$ cat src/rtl/riscv_v_bw_reduct_unit_if.sv
`default_nettype none
// ============================================================================
// riscv_v_bw_reduct_unit_if : beat-input / result-output bundle
// Rev 1.0
// ============================================================================
interface riscv_v_bw_reduct_unit_if #(
  parameter int DATA_BYTES = 16,
  parameter int MAX_BEATS  = 8
);
  localparam int CW = $clog2(MAX_BEATS + 1);

  logic                    in_valid;
  logic                    in_ready;
  logic [1:0]              in_op;
  logic                    in_reduct;
  logic [1:0]              in_osize;
  logic                    in_last;
  logic [DATA_BYTES*8-1:0] srca_data;
  logic [DATA_BYTES-1:0]   srca_valid;
  logic [DATA_BYTES*8-1:0] srcb_data;
  logic [DATA_BYTES-1:0]   srcb_valid;
  logic                    out_valid;
  logic                    out_ready;
  logic [DATA_BYTES*8-1:0] out_data;
  logic [DATA_BYTES-1:0]   out_byte_valid;
  logic [CW-1:0]           out_beats;

  modport master (
    output in_valid, in_op, in_reduct, in_osize, in_last,
           srca_data, srca_valid, srcb_data, srcb_valid, out_ready,
    input  in_ready, out_valid, out_data, out_byte_valid, out_beats
  );

  modport slave (
    input  in_valid, in_op, in_reduct, in_osize, in_last,
           srca_data, srca_valid, srcb_data, srcb_valid, out_ready,
    output in_ready, out_valid, out_data, out_byte_valid, out_beats
  );
endinterface
`default_nettype wire

$ cat src/rtl/riscv_v_bw_reduct_unit.sv
`default_nettype none
// ============================================================================
// riscv_v_bw_reduct_unit : vector bitwise AND/OR/XOR, element-wise or reduction
// Rev 1.0
// ============================================================================
module riscv_v_bw_reduct_unit #(
  parameter int DATA_BYTES = 16,
  parameter int MAX_BEATS  = 8
) (
  input  logic                     clk,
  input  logic                     rst_n,
  input  logic                     flush,
  riscv_v_bw_reduct_unit_if.slave  bus
);
  localparam int DW = DATA_BYTES * 8;
  localparam int NL = DATA_BYTES / 8;
  localparam int CW = $clog2(MAX_BEATS + 1);

  typedef enum logic [0:0] {S_IDLE = 1'b0, S_ACCUM = 1'b1} state_t;

  state_t                state_q, state_d;
  logic [1:0]            op_q, op_d;
  logic [1:0]            osize_q, osize_d;
  logic [63:0]           acc_q, acc_d;
  logic [CW-1:0]         cnt_q, cnt_d;
  logic                  ov_q, ov_d;
  logic [DW-1:0]         od_q, od_d;
  logic [DATA_BYTES-1:0] obv_q, obv_d;
  logic [CW-1:0]         obeats_q, obeats_d;

  logic [1:0]            w_op, w_osize;
  logic                  w_reduct, w_accept;
  logic [DW-1:0]         w_srcb_m, w_ew_data;
  logic [63:0]           w_f64, w_f32, w_f16, w_f8;
  logic [63:0]           w_fold_e, w_srca_e, w_acc_new;
  logic [DATA_BYTES-1:0] w_e_bv;
  logic [CW-1:0]         w_cnt_next;

  function automatic logic [63:0] bw_op(input logic [63:0] a, input logic [63:0] b,
                                        input logic [1:0] op);
    logic [63:0] r;
    case (op)
      2'b00:   r = a & b;
      2'b01:   r = a | b;
      2'b10:   r = a ^ b;
      default: r = '0;
    endcase
    return r;
  endfunction

  assign bus.in_ready = (!ov_q | bus.out_ready) & !flush;
  assign w_accept     = bus.in_valid & bus.in_ready;

  // Controls come from the live inputs only on the first beat; later beats reuse them.
  always_comb begin
    w_op     = (state_q == S_IDLE) ? bus.in_op    : op_q;
    w_osize  = (state_q == S_IDLE) ? bus.in_osize : osize_q;
    w_reduct = (state_q == S_IDLE) ? bus.in_reduct : 1'b1;

    for (int b = 0; b < DATA_BYTES; b++)
      w_srcb_m[b*8 +: 8] = bus.srcb_valid[b] ? bus.srcb_data[b*8 +: 8]
                                             : ((w_op == 2'b00) ? 8'hFF : 8'h00);

    // Fold to one 64-bit lane, then halve; every narrower result stays zero-extended.
    w_f64 = w_srcb_m[63:0];
    for (int l = 1; l < NL; l++)
      w_f64 = bw_op(w_f64, w_srcb_m[l*64 +: 64], w_op);
    w_f32 = bw_op({32'h0, w_f64[63:32]}, {32'h0, w_f64[31:0]}, w_op);
    w_f16 = bw_op({48'h0, w_f32[31:16]}, {48'h0, w_f32[15:0]}, w_op);
    w_f8  = bw_op({56'h0, w_f16[15:8]},  {56'h0, w_f16[7:0]},  w_op);

    w_e_bv = '0;
    case (w_osize)
      2'd0:    begin w_fold_e = w_f8;  w_srca_e = {56'h0, bus.srca_data[7:0]};  w_e_bv[0]   = 1'b1; end
      2'd1:    begin w_fold_e = w_f16; w_srca_e = {48'h0, bus.srca_data[15:0]}; w_e_bv[1:0] = '1;   end
      2'd2:    begin w_fold_e = w_f32; w_srca_e = {32'h0, bus.srca_data[31:0]}; w_e_bv[3:0] = '1;   end
      default: begin w_fold_e = w_f64; w_srca_e = bus.srca_data[63:0];          w_e_bv[7:0] = '1;   end
    endcase

    w_acc_new = bw_op((state_q == S_IDLE) ? w_srca_e : acc_q, w_fold_e, w_op);

    for (int l = 0; l < NL; l++)
      w_ew_data[l*64 +: 64] = bw_op(bus.srca_data[l*64 +: 64], bus.srcb_data[l*64 +: 64], w_op);

    if (state_q == S_IDLE)               w_cnt_next = CW'(1);
    else if (cnt_q == CW'(MAX_BEATS))    w_cnt_next = cnt_q;
    else                                 w_cnt_next = cnt_q + CW'(1);
  end

  always_comb begin
    state_d  = state_q;
    op_d     = op_q;
    osize_d  = osize_q;
    acc_d    = acc_q;
    cnt_d    = cnt_q;
    ov_d     = ov_q & !bus.out_ready;
    od_d     = od_q;
    obv_d    = obv_q;
    obeats_d = obeats_q;

    if (flush) begin
      state_d = S_IDLE;
      acc_d   = '0;
      cnt_d   = '0;
      ov_d    = 1'b0;
    end else if (w_accept) begin
      if (state_q == S_IDLE) begin
        op_d    = bus.in_op;
        osize_d = bus.in_osize;
      end
      if (!w_reduct) begin
        od_d     = w_ew_data;
        obv_d    = bus.srca_valid;
        obeats_d = CW'(1);
        ov_d     = 1'b1;
      end else if (bus.in_last) begin
        od_d        = '0;
        od_d[63:0]  = w_acc_new;
        obv_d       = w_e_bv;
        obeats_d    = w_cnt_next;
        ov_d        = 1'b1;
        state_d     = S_IDLE;
        acc_d       = '0;
        cnt_d       = '0;
      end else begin
        state_d = S_ACCUM;
        acc_d   = w_acc_new;
        cnt_d   = w_cnt_next;
      end
    end
  end

  always_ff @(posedge clk) begin
    if (!rst_n) begin
      state_q  <= S_IDLE;
      op_q     <= '0;
      osize_q  <= '0;
      acc_q    <= '0;
      cnt_q    <= '0;
      ov_q     <= 1'b0;
      od_q     <= '0;
      obv_q    <= '0;
      obeats_q <= '0;
    end else begin
      state_q  <= state_d;
      op_q     <= op_d;
      osize_q  <= osize_d;
      acc_q    <= acc_d;
      cnt_q    <= cnt_d;
      ov_q     <= ov_d;
      od_q     <= od_d;
      obv_q    <= obv_d;
      obeats_q <= obeats_d;
    end
  end

  assign bus.out_valid      = ov_q;
  assign bus.out_data       = od_q;
  assign bus.out_byte_valid = obv_q;
  assign bus.out_beats      = obeats_q;
endmodule
`default_nettype wire

$ cat src/flat_wrapper.sv
// flat-port wrapper written by rule: the top's interface ports become plain ports
module riscv_v_bw_reduct_unit_flat 
#(
  parameter int DATA_BYTES = 16,
  parameter int MAX_BEATS  = 8
)
  (clk, rst_n, flush, bus_in_valid, bus_in_op, bus_in_reduct, bus_in_osize, bus_in_last, bus_srca_data, bus_srca_valid, bus_srcb_data, bus_srcb_valid, bus_out_ready, bus_in_ready, bus_out_valid, bus_out_data, bus_out_byte_valid, bus_out_beats);
  riscv_v_bw_reduct_unit_if #(.DATA_BYTES(DATA_BYTES), .MAX_BEATS(MAX_BEATS)) bus_i ();
  input  logic clk;
  input  logic rst_n;
  input  logic flush;
  input wire logic [$bits(bus_i.in_valid)-1:0] bus_in_valid;
  input wire logic [$bits(bus_i.in_op)-1:0] bus_in_op;
  input wire logic [$bits(bus_i.in_reduct)-1:0] bus_in_reduct;
  input wire logic [$bits(bus_i.in_osize)-1:0] bus_in_osize;
  input wire logic [$bits(bus_i.in_last)-1:0] bus_in_last;
  input wire logic [$bits(bus_i.srca_data)-1:0] bus_srca_data;
  input wire logic [$bits(bus_i.srca_valid)-1:0] bus_srca_valid;
  input wire logic [$bits(bus_i.srcb_data)-1:0] bus_srcb_data;
  input wire logic [$bits(bus_i.srcb_valid)-1:0] bus_srcb_valid;
  input wire logic [$bits(bus_i.out_ready)-1:0] bus_out_ready;
  output wire logic [$bits(bus_i.in_ready)-1:0] bus_in_ready;
  output wire logic [$bits(bus_i.out_valid)-1:0] bus_out_valid;
  output wire logic [$bits(bus_i.out_data)-1:0] bus_out_data;
  output wire logic [$bits(bus_i.out_byte_valid)-1:0] bus_out_byte_valid;
  output wire logic [$bits(bus_i.out_beats)-1:0] bus_out_beats;
  assign bus_i.in_valid = bus_in_valid;
  assign bus_i.in_op = bus_in_op;
  assign bus_i.in_reduct = bus_in_reduct;
  assign bus_i.in_osize = bus_in_osize;
  assign bus_i.in_last = bus_in_last;
  assign bus_i.srca_data = bus_srca_data;
  assign bus_i.srca_valid = bus_srca_valid;
  assign bus_i.srcb_data = bus_srcb_data;
  assign bus_i.srcb_valid = bus_srcb_valid;
  assign bus_i.out_ready = bus_out_ready;
  assign bus_in_ready = bus_i.in_ready;
  assign bus_out_valid = bus_i.out_valid;
  assign bus_out_data = bus_i.out_data;
  assign bus_out_byte_valid = bus_i.out_byte_valid;
  assign bus_out_beats = bus_i.out_beats;
  riscv_v_bw_reduct_unit #(.DATA_BYTES(DATA_BYTES), .MAX_BEATS(MAX_BEATS)) u_core (.clk(clk), .rst_n(rst_n), .flush(flush), .bus(bus_i));
endmodule
$ cat config.mk
export PLATFORM = sky130hd
export DESIGN_NAME = riscv_v_bw_reduct_unit_flat
export DESIGN_NICKNAME = d
export VERILOG_FILES = /design/src/rtl/riscv_v_bw_reduct_unit_if.sv /design/src/rtl/riscv_v_bw_reduct_unit.sv /design/src/flat_wrapper.sv
export SDC_FILE = /design/constraint.sdc
export NUM_CORES = 1
export LEC_CHECK = 0
export BUFFER_PORTS_ARGS = -buffer_cell sky130_fd_sc_hd__buf_2
export CELL_PAD_IN_SITES_DETAIL_PLACEMENT = 0
export CELL_PAD_IN_SITES_GLOBAL_PLACEMENT = 1
export CORE_UTILIZATION = 39
export CTS_BUF_LIST = sky130_fd_sc_hd__clkbuf_4
export CTS_CLUSTER_SIZE = 28
export DETAILED_ROUTE_END_ITERATION = 10
export PLACE_DENSITY_LB_ADDON = 0.15
export SETUP_SLACK_MARGIN = 0.2
export SYNTH_ARGS = -nofsm -noshare
export SYNTH_HDL_FRONTEND = slang
export SYNTH_SLANG_ARGS = --single-unit
$ cat constraint.sdc
create_clock -name clk -period 5.05 [get_ports clk]
set_clock_uncertainty 0.2 [all_clocks]
set_input_delay 0 -clock clk [delete_from_list [all_inputs] [get_ports clk]]
set_output_delay 0 -clock clk [all_outputs]
set_load 0.1 [all_outputs]
==> results.tsv <==
metric	value	unit
tightest_slew	1.02	ns
crit_required	5.56	ns
cp-start-kind	flop	
p_leak	0.0202	µW
drv_slew	0	
grt_pass1_wl	176	mm
die-area	0.0719	mm²
ant_nets	0	
slowest_delay	0.37	ns
critPathSlowestCell	dfxtp_4	
fp.coreArea	0.0700	mm²
port-buffer-count	448	
finalSetupViolCount	21	
vdd_ir_drop_max	0.148	mV
vias	31682	
final_cell_count_no_fill	5956	
worst_slack	-0.286	ns
drcViolationCount	0	
multi_input_area	0.0217	mm²
num-nets-final	5873	
hold_class	input pin to flop	
place_hpwl	81.5	mm
ys_warn_count	0	
met2_usage	51.1	%
whs	0.0902	ns
final_cell_mix	nand2_1, ha_1, dlygate4sd3_1	
routed_via_density	5.32	
preCtsSetupSlack	-0.532	ns
track_usage	31.5	%
fillers	6567	
crit_top_cell	ha_1	
routed_wirelength	117	mm
rows	97	
rsz0062_at_grt	yes	
finalHoldViolCount	0	
top_level_ports	449	
outcome	finished with violations	
drive_above_1_share	30.0	%
area_growth	49.6	%
clock_sinks	222	
criticalPathCategory	flop to flop	
place_congestion	0.949	
grtUsageMet1	41.7	%
place_inst	5205	
drt_pass1_iterations	5	
path_clk_slew	0.07	ns
endpoint_kind	flop	
async_flop_share	0	%
placed_cell_area	0.0327	mm²
start_util	39.5	%
syn_inst	3760	
cellPowerDensity	196	mW/mm²
crit_arrival	5.84	ns
cts_tree	built	
die_h	268	µm
final_common_cell	nand2_1	
synth_area	0.0276	mm²
finalCritPeriodShare	106	%
fmax	0.187	GHz
layout_min_cycle_time	5.34	ns
synth_edf_count	0	
fin_setup_tns	-2.70	ns
final-seq-area	0.00445	mm²
die_width	268	µm
ys_seq_area_share	16.1	%
busiest_layer	met2	
synth_seq_cells	222	
grt_pass1_vias	30511	
synth.distinct_cells	63	
drv_cap	0	
ctsRootBufferMaster	clkbuf_4	
gr-total-overflow	0	
cts_max_level	3	
synth-main-ff-cell	dfxtp_1	
syn_nets	4677	
antenna_found_initial	14	
use_met3	4.91	%
wl_per_cell	19.7	µm
clockBufferDepth	3	
drtIter0Drc	2171	
grt_max_degree	89	
avgSynthCellArea	7.35	µm²
worst_skew_pair.late_latency	0.86	ns
cts_buffers	74	
finalInstanceArea	0.0414	mm²
cp_max_fo	8	
violations	setup timing	
slew_headroom	32.2	%
cell type report:
cell class	instances	share of cell area (%)
inverters	514	4.68
repair buffers	1402	26.9
multi-input cells	2742	52.6
well taps	940	2.84
flip-flops and latches	222	10.8
clock inverters	15	0.188
clock buffers	111	2.02
diodes	10	0.0605
per-layer routing:
metal  wire (µm)  up-vias
met3        7000      205
met4        4150        8
met1       52800    15292
met5          55        -
met2       53200      977
li1            -    15200
report_power, final:
group,switching (µW),leakage (µW),internal (µW)
Sequential,32.6,0.00180,1810
Combinational,2410,0.0179,1860
Clock,988,0.000547,1000
registers in the layout, summed over array words and instances (netlist names):
| signal | flops |
|---|---|
| u_core.acc_q | 64 |
| u_core.state_q | 1 |
| u_core.bus.out_beats | 4 |
| u_core.op_q | 2 |
| u_core.osize_q | 2 |
| u_core.bus.out_data | 128 |
| u_core.cnt_q | 4 |
| u_core.bus.out_valid | 1 |
| u_core.bus.out_byte_valid | 16 |
logic make-up (layout without fill, tap and decap cells):
kind of cell / count (synthesis) / in the layout / synth area share (%)
adders and majority gates: 618 / 618 / 28.0
DFF: 222 / 222 / 16.1
muxes: 7 / 7 / 0.331
other: 0 / 10 / 0
xor gates and xnor gates: 3 / 3 / 0.0951
and+or+nand+nor: 999 / 999 / 15.2
AOI/OAI and AO/OA: 1115 / 1115 / 28.6
buffers and inverters: 796 / 2042 / 11.7
path summary, 6_finish.rpt:
check / from / endpoint / slack, ns / cells after the start
worst min register to register: u_core.bus.out_data[82] / u_core.bus.out_data[82] / 0.26 / 2
worst max-delay path: u_core.state_q / u_core.acc_q[6] / -0.29 / 28
worst max register to register: u_core.state_q / u_core.acc_q[6] / -0.29 / 28
worst min-delay path: bus_srcb_data[0] / u_core.bus.out_data[0] / 0.09 / 7
synthesized netlist by cell type (all sizes together) (10+ instances only):
cell	number	area share, %
nand3	36	0.65
dfxtp	222	16
a21boi	73	2.8
a211oi	64	1.7
a32oi	21	0.67
nand4	24	0.54
ha	618	28
inv	514	7.0
nor2b	10	0.23
a221oi	49	1.6
buf	129	2.6
o211ai	95	2.6
clkbuf	153	2.1
a21oi	230	4.2
nand2b	84	1.9
nor2	251	3.4
a22oi	84	2.3
o22ai	16	0.36
nand2	565	7.7
o21a	38	1.0
a21o	130	3.5
o21ai	190	3.4
o22a	16	0.51
a32o	71	2.6
timing repair:
item                                    CTS  global route
resized for setup                       252           220
hold buffers                            500             0
endpoints found under the setup margin   32            46
setup buffers                            86            27
hold endpoints to repair                222             0
gates cloned                              0             2
pin swaps                                90           117
through the flow:
stage                     power [µW]  util (%)
after floorplan                 3860         -
after global placement          5140      46.7
after detailed placement        5160      46.7
after CTS                       7880      57.4
after global routing            8620      59.0
final                           8100      59.0
critical path, delay by kind of cell (launching register included):
family,cells,cell delay [ns]
AOI/OAI and AO/OA,11,2.07
adders and majority gates,5,1.07
and+or+nand+nor,8,0.99
buffers and inverters,4,0.48
DFF,1,0.37
No activity file was read; power rests on OpenSTA's default activity.
